**src/rtl/load_store_unit.sv**
```systemverilog
// load_store_unit
// Memory-access stage of the multi-cycle RV64I core, between EXECUTE and
// WRITE BACK. It takes one load or store per handshake, runs it over a
// 64-bit request/grant/response data bus and returns extended load data
// with a register write enable. Misaligned or illegal-width accesses are
// reported as faults and never reach the bus.
//
// Ports
//   clk, reset                 clock, asynchronous active-high reset
//   req_valid / req_ready      access handshake from execute
//   req_is_store, req_funct3   access kind, width and signedness
//   req_addr, req_wdata        effective address and store data
//   req_rd                     load destination register
//   mem_req/we/addr/wdata/be   data-memory request, held until mem_gnt
//   mem_gnt                    bus accepts the request
//   mem_rvalid, mem_rdata      load response
//   done_valid/we/rd/data      one-cycle completion pulse to writeback
//   fault_valid/store/addr     one-cycle fault pulse
module load_store_unit #(
  parameter int XLEN = 64
) (
  input  logic            clk,
  input  logic            reset,
  input  logic            req_valid,
  output logic            req_ready,
  input  logic            req_is_store,
  input  logic [2:0]      req_funct3,
  input  logic [XLEN-1:0] req_addr,
  input  logic [XLEN-1:0] req_wdata,
  input  logic [4:0]      req_rd,
  output logic            mem_req,
  output logic            mem_we,
  output logic [XLEN-1:0] mem_addr,
  output logic [XLEN-1:0] mem_wdata,
  output logic [7:0]      mem_be,
  input  logic            mem_gnt,
  input  logic            mem_rvalid,
  input  logic [XLEN-1:0] mem_rdata,
  output logic            done_valid,
  output logic            done_we,
  output logic [4:0]      done_rd,
  output logic [XLEN-1:0] done_data,
  output logic            fault_valid,
  output logic            fault_store,
  output logic [XLEN-1:0] fault_addr
);

  typedef enum logic [1:0] {IDLE, REQ, WAIT} stateT;

  stateT           state, nextState;
  logic            isStoreQ;
  logic [2:0]      funct3Q;
  logic [XLEN-1:0] addrQ;
  logic [XLEN-1:0] wdataQ;
  logic [4:0]      rdQ;

  logic            accept;
  logic [2:0]      sizeMask;
  logic            illegal;
  logic            reqFault;
  logic [7:0]      beBase;
  logic [XLEN-1:0] lane;
  logic [XLEN-1:0] loadResult;

  assign accept = (state == IDLE) && req_valid;

  // Legality is judged on the incoming request so a fault can be
  // reported in the very next cycle without leaving IDLE.
  always_comb begin
    sizeMask = 3'd0;
    case (req_funct3[1:0])
      2'd0:    sizeMask = 3'd0;
      2'd1:    sizeMask = 3'd1;
      2'd2:    sizeMask = 3'd3;
      default: sizeMask = 3'd7;
    endcase
    illegal  = req_is_store ? req_funct3[2] : (req_funct3 == 3'b111);
    reqFault = illegal || ((req_addr[2:0] & sizeMask) != 3'd0);
  end

  // State register.
  always_ff @(posedge clk or posedge reset) begin
    if (reset) state <= IDLE;
    else       state <= nextState;
  end

  // Next-state logic: one access outstanding at a time.
  always_comb begin
    nextState = state;
    case (state)
      IDLE:    if (accept && !reqFault) nextState = REQ;
      REQ:     if (mem_gnt) nextState = isStoreQ ? IDLE : WAIT;
      WAIT:    if (mem_rvalid) nextState = IDLE;
      default: nextState = IDLE;
    endcase
  end

  // Bus outputs come from the latched request, so they stay stable for
  // the whole REQ phase and read as zero everywhere else.
  always_comb begin
    beBase = 8'h00;
    case (funct3Q[1:0])
      2'd0:    beBase = 8'h01;
      2'd1:    beBase = 8'h03;
      2'd2:    beBase = 8'h0F;
      default: beBase = 8'hFF;
    endcase
    req_ready = (state == IDLE);
    mem_req   = (state == REQ);
    mem_we    = (state == REQ) && isStoreQ;
    mem_addr  = (state == REQ) ? {addrQ[XLEN-1:3], 3'b000} : '0;
    mem_be    = (state == REQ) ? (beBase << addrQ[2:0]) : 8'h00;
    mem_wdata = ((state == REQ) && isStoreQ) ? (wdataQ << {addrQ[2:0], 3'b000}) : '0;
  end

  // Load lane extraction: shift the addressed bytes down, then sign- or
  // zero-extend according to funct3[2].
  always_comb begin
    lane       = mem_rdata >> {addrQ[2:0], 3'b000};
    loadResult = lane;
    case (funct3Q[1:0])
      2'd0: loadResult = funct3Q[2] ? {{(XLEN-8){1'b0}}, lane[7:0]}
                                    : {{(XLEN-8){lane[7]}}, lane[7:0]};
      2'd1: loadResult = funct3Q[2] ? {{(XLEN-16){1'b0}}, lane[15:0]}
                                    : {{(XLEN-16){lane[15]}}, lane[15:0]};
      2'd2: loadResult = funct3Q[2] ? {{(XLEN-32){1'b0}}, lane[31:0]}
                                    : {{(XLEN-32){lane[31]}}, lane[31:0]};
      default: loadResult = lane;
    endcase
  end

  // Request capture on every accepted handshake.
  always_ff @(posedge clk or posedge reset) begin
    if (reset) begin
      isStoreQ <= 1'b0;
      funct3Q  <= 3'd0;
      addrQ    <= '0;
      wdataQ   <= '0;
      rdQ      <= 5'd0;
    end else if (accept) begin
      isStoreQ <= req_is_store;
      funct3Q  <= req_funct3;
      addrQ    <= req_addr;
      wdataQ   <= req_wdata;
      rdQ      <= req_rd;
    end
  end

  // Completion and fault pulses: cleared every cycle unless an event
  // fires, and the three sources are mutually exclusive by state.
  always_ff @(posedge clk or posedge reset) begin
    if (reset) begin
      done_valid  <= 1'b0;
      done_we     <= 1'b0;
      done_rd     <= 5'd0;
      done_data   <= '0;
      fault_valid <= 1'b0;
      fault_store <= 1'b0;
      fault_addr  <= '0;
    end else begin
      done_valid  <= 1'b0;
      done_we     <= 1'b0;
      done_rd     <= 5'd0;
      done_data   <= '0;
      fault_valid <= 1'b0;
      fault_store <= 1'b0;
      fault_addr  <= '0;
      if (accept && reqFault) begin
        fault_valid <= 1'b1;
        fault_store <= req_is_store;
        fault_addr  <= req_addr;
      end else if ((state == REQ) && mem_gnt && isStoreQ) begin
        done_valid <= 1'b1;
      end else if ((state == WAIT) && mem_rvalid) begin
        done_valid <= 1'b1;
        done_we    <= (rdQ != 5'd0);
        done_rd    <= rdQ;
        done_data  <= loadResult;
      end
    end
  end

endmodule

```
**config.mk**
```make
export PLATFORM = sky130hd
export DESIGN_NAME = load_store_unit
export DESIGN_NICKNAME = d
export VERILOG_FILES = /design/src/rtl/load_store_unit.sv
export SDC_FILE = /design/constraint.sdc
export NUM_CORES = 1
export LEC_CHECK = 0
export CORE_MARGIN = 2
export CORE_UTILIZATION = 33
export DETAILED_ROUTE_END_ITERATION = 10
export HOLD_SLACK_MARGIN = 0.06
export PLACE_DENSITY = 0.75
export SLEW_MARGIN = 15
export SYNTH_ARGS = -nofsm -noshare
export SYNTH_HDL_FRONTEND = slang
export SYNTH_SLANG_ARGS = --single-unit
```
**constraint.sdc**
```tcl
create_clock -name clk -period 8.55 [get_ports clk]
set_clock_uncertainty 0.15 [all_clocks]
set_input_delay 1.2825 -clock clk [delete_from_list [all_inputs] [get_ports clk]]
set_output_delay 1.2825 -clock clk [all_outputs]
set_load 0.05 [all_outputs]
```
==> results.md <==
- Port bufs: between 400 and 500
- DR pass1 iterations: 5
- Postcts setup bufs: 0
- Largest net degree at the start of global routing: around 120
- Arrival time of the worst setup path: roughly 4.6 ns
- Share of layout cells above drive strength 1: about 8.6%
- Fin. max-slew vios: 0
- Post-CTS Resized: 0
- Crit end category: primary output
- Cell Area, Synth: around 14,000 um^2
- Leak: between 8 and 9 nW
- Worst reg2reg path endpoint: done_data[62]
- Total power: between 0.005 and 0.006 W
- Hold Crit Class: flip-flop to flip-flop
- Filler cells: roughly 4,000
- I/O pins: between 400 and 500
- Status: finished, final reports clean
- Total Nets Final: between 2,000 and 2,500
- Post-synthesis compound-gate area fraction: around a tenth
- CTS tree: built
- Num rows: 75
- Flop2flop setup slack: between 4 and 5 ns
- Post-synth EDFFs: 0
- Setup crit start: state[1]
- Drt initial violations: ~690
- Syn Area/Cell: 9.30 um^2
- Area grow syn2layout: 43.7%
- Clk root buf: clkbuf_16
- First-pass GRT wire length: ~77 mm
- Initial antenna violation count: 3
- Critical path type: flip-flop to primary output
- Seq/Total Area, Yosys: between 40% and 50%
- Type of origin of the critical path: flip-flop
- H-tree depth: 1
- DRT Wirelength: 51.6 mm
- Reg2reg start: addrQ[1]
- Core area: 41,900 um^2
- Post-Synth Simple-Gate Area: about 25%
- Hold Vio Cnt, Final: 0
- Register bit count reported by yosys: 276
- Sink Count: between 200 and 300
- Syn Inst Count: approximately 1,500
- Critical path data required time: 7.12 ns
- Initial Util: ~33%
- Critical Path End: mem_wdata[0]
- Vias: about 13,000
- Placer Congestion: ~0.93
- Detail Placement HPWL: ~38 mm
- Gr usage total: a little under a quarter
- Worst-path clk slew: roughly 0.07 ns
- Slew margin rel.: 28.1%
- XOR/XNOR share of the synthesized area: 0%
- Crit share post-route: just over 70%
- Main combinational cell family by area after synthesis: simple AND/OR/NAND/NOR gates
- Endpoints failing setup: 0
- Max-cap violations: 0
- Most used DFF post-synth: dfrtp_1
- Vias in the first global route: ~13,000
- Post-synthesis adder-cell area fraction: 0%
- Die width: 210 um
- Synth async-reset ratio: 100%
- DRC: 0
- Die height: approximately 210 um
- Worst-Margin Slew: between 1 and 1.5 ns
- Unrepaired setup endpoints after global routing: false
- Minimum clock period: roughly 6.1 ns
- Yosys cell types: 50
- F_max: 165 MHz
- Die ar.: between 40,000 and 50,000 um^2
- Hold-fix buffers, CTS: 0
- Total CTS buffers: 31
- CP max FO: 18
- VDD IR-drop max: ~0.17 mV
- Vias per inst: just over 5
- Post-DR wirelength/cell: just over 20 um
- Commonest non-fill, non-tap cell in the layout: clkdlybuf4s50_1
- PwrDens: ~250 nW/um^2
- CTS Buffer Depth: 3
- Multiplexer share of the synthesized area: between 10% and 20%
- Final global-route overflow total: 0
- Synth Warn #: 0
- Clk_lat worst skew: 0.58 ns
- Detail Route Antenna Nets: 0
- Setup TNS: 0 ns
- Worst reg-to-reg path cell count: 6
- Commonest cells after routing, fill and taps aside: clkdlybuf4s50_1 (478), nand2_1 (477), dfrtp_1 (273), and2_1 (108), mux2i_1 (90)
## kinds of logic (layout without fill, tap and decap cells)
logic type             count (synthesis)  in the layout
AO/OA/AOI/OAI                        197            197
buffers and inverters                126            559
flip-flops                           276            276
multiplexers                         137            137
other                                  1              6
AND/OR/NAND/NOR                      765            765
## how the worst min path moves through the flow
stage,start,end,cells after the start
detailed placement,addrQ[23],addrQ[23],2
finish,addrQ[22],addrQ[22],2
floorplan,addrQ[34],addrQ[34],2
global placement,addrQ[3],addrQ[3],2
CTS,addrQ[7],addrQ[7],2
global route,addrQ[22],addrQ[22],2
## synthesized netlist by cell type, types with 20 or more instances
cell      number  share of area (%)
clkbuf_1      70                1.9
nor2_1        65                1.7
mux2_2        27                2.2
nor2b_1       49                2.2
dfrtp_1      276                 49
a211oi_1      25                1.3
o21ai_0       48                1.7
a21oi_1       41                1.5
mux4_2        20                3.2
nand2_1      478                 13
mux2i_1       90                6.4
a21oi_2       39                2.4
nand2b_1      26                1.2
and2_1       110                4.9
## power breakdown
part | switching (W) | internal (W) | leakage [nW]
logic | 0.00118 | 0.000693 | 4.85
registers | 0.000223 | 0.00152 | 3.58
clock network | 0.000575 | 0.000860 | 0.532
## critical path, stage by stage (launching register included)
cell and delay (ns):
dfrtp_1 0.40, nand2b_1 0.31, nor2_1 0.82, nand2_1 0.67, nor2_1 0.75, and2_1 0.22
clkdlybuf4s50_1 0.87
## through the flow
step | utilization [%] | hold WS [ns] | area, um^2 | instances | setup slack (ns)
floorplan | - | 0.287 | 14000 | 1504 | 3.47
global placement | 45.3 | 0.299 | 19000 | 2418 | 3.16
detailed placement | 45.3 | 0.304 | 19000 | 2418 | 3.09
CTS | 48.0 | 0.320 | 20100 | 2476 | 2.46
global route | 48.0 | 0.332 | 20100 | 2478 | 2.23
finish | 48.0 | 0.315 | 20100 | 2479 | 2.48
## registers in the layout (all words and copies together), names as in the netlist
register     flops
done_data       64
fault_valid      1
done_we          1
addrQ           64
rdQ              5
funct3Q          3
isStoreQ         1
done_valid       1
wdataQ          64
fault_addr      64
state            2
done_rd          5
fault_store      1
## area by class of cell
cell class	instances	area (um^2)	area share, %
repair buffers	492	4890	24.4
well taps	539	674	3.36
clock inverters	15	235	1.17
multi-input cells	1102	6450	32.1
inverters	9	37.5	0.187
flip-flops and latches	276	6920	34.5
clock buffers	43	861	4.29
diodes	3	7.51	0.0374
## routing by layer
layer  part of all wire [%]  global-route usage [%]  up-vias  wire length (um)
met5                      0                       0        -                 0
met4                    4.5                    10.5        0              2320
met3                    6.3                    4.08      107              3260
met2                     49                    39.2      496             25400
met1                     40                    28.2     6146             20500
li1                       -                       -     5760                 -
(Power assumes the default switching activity.)
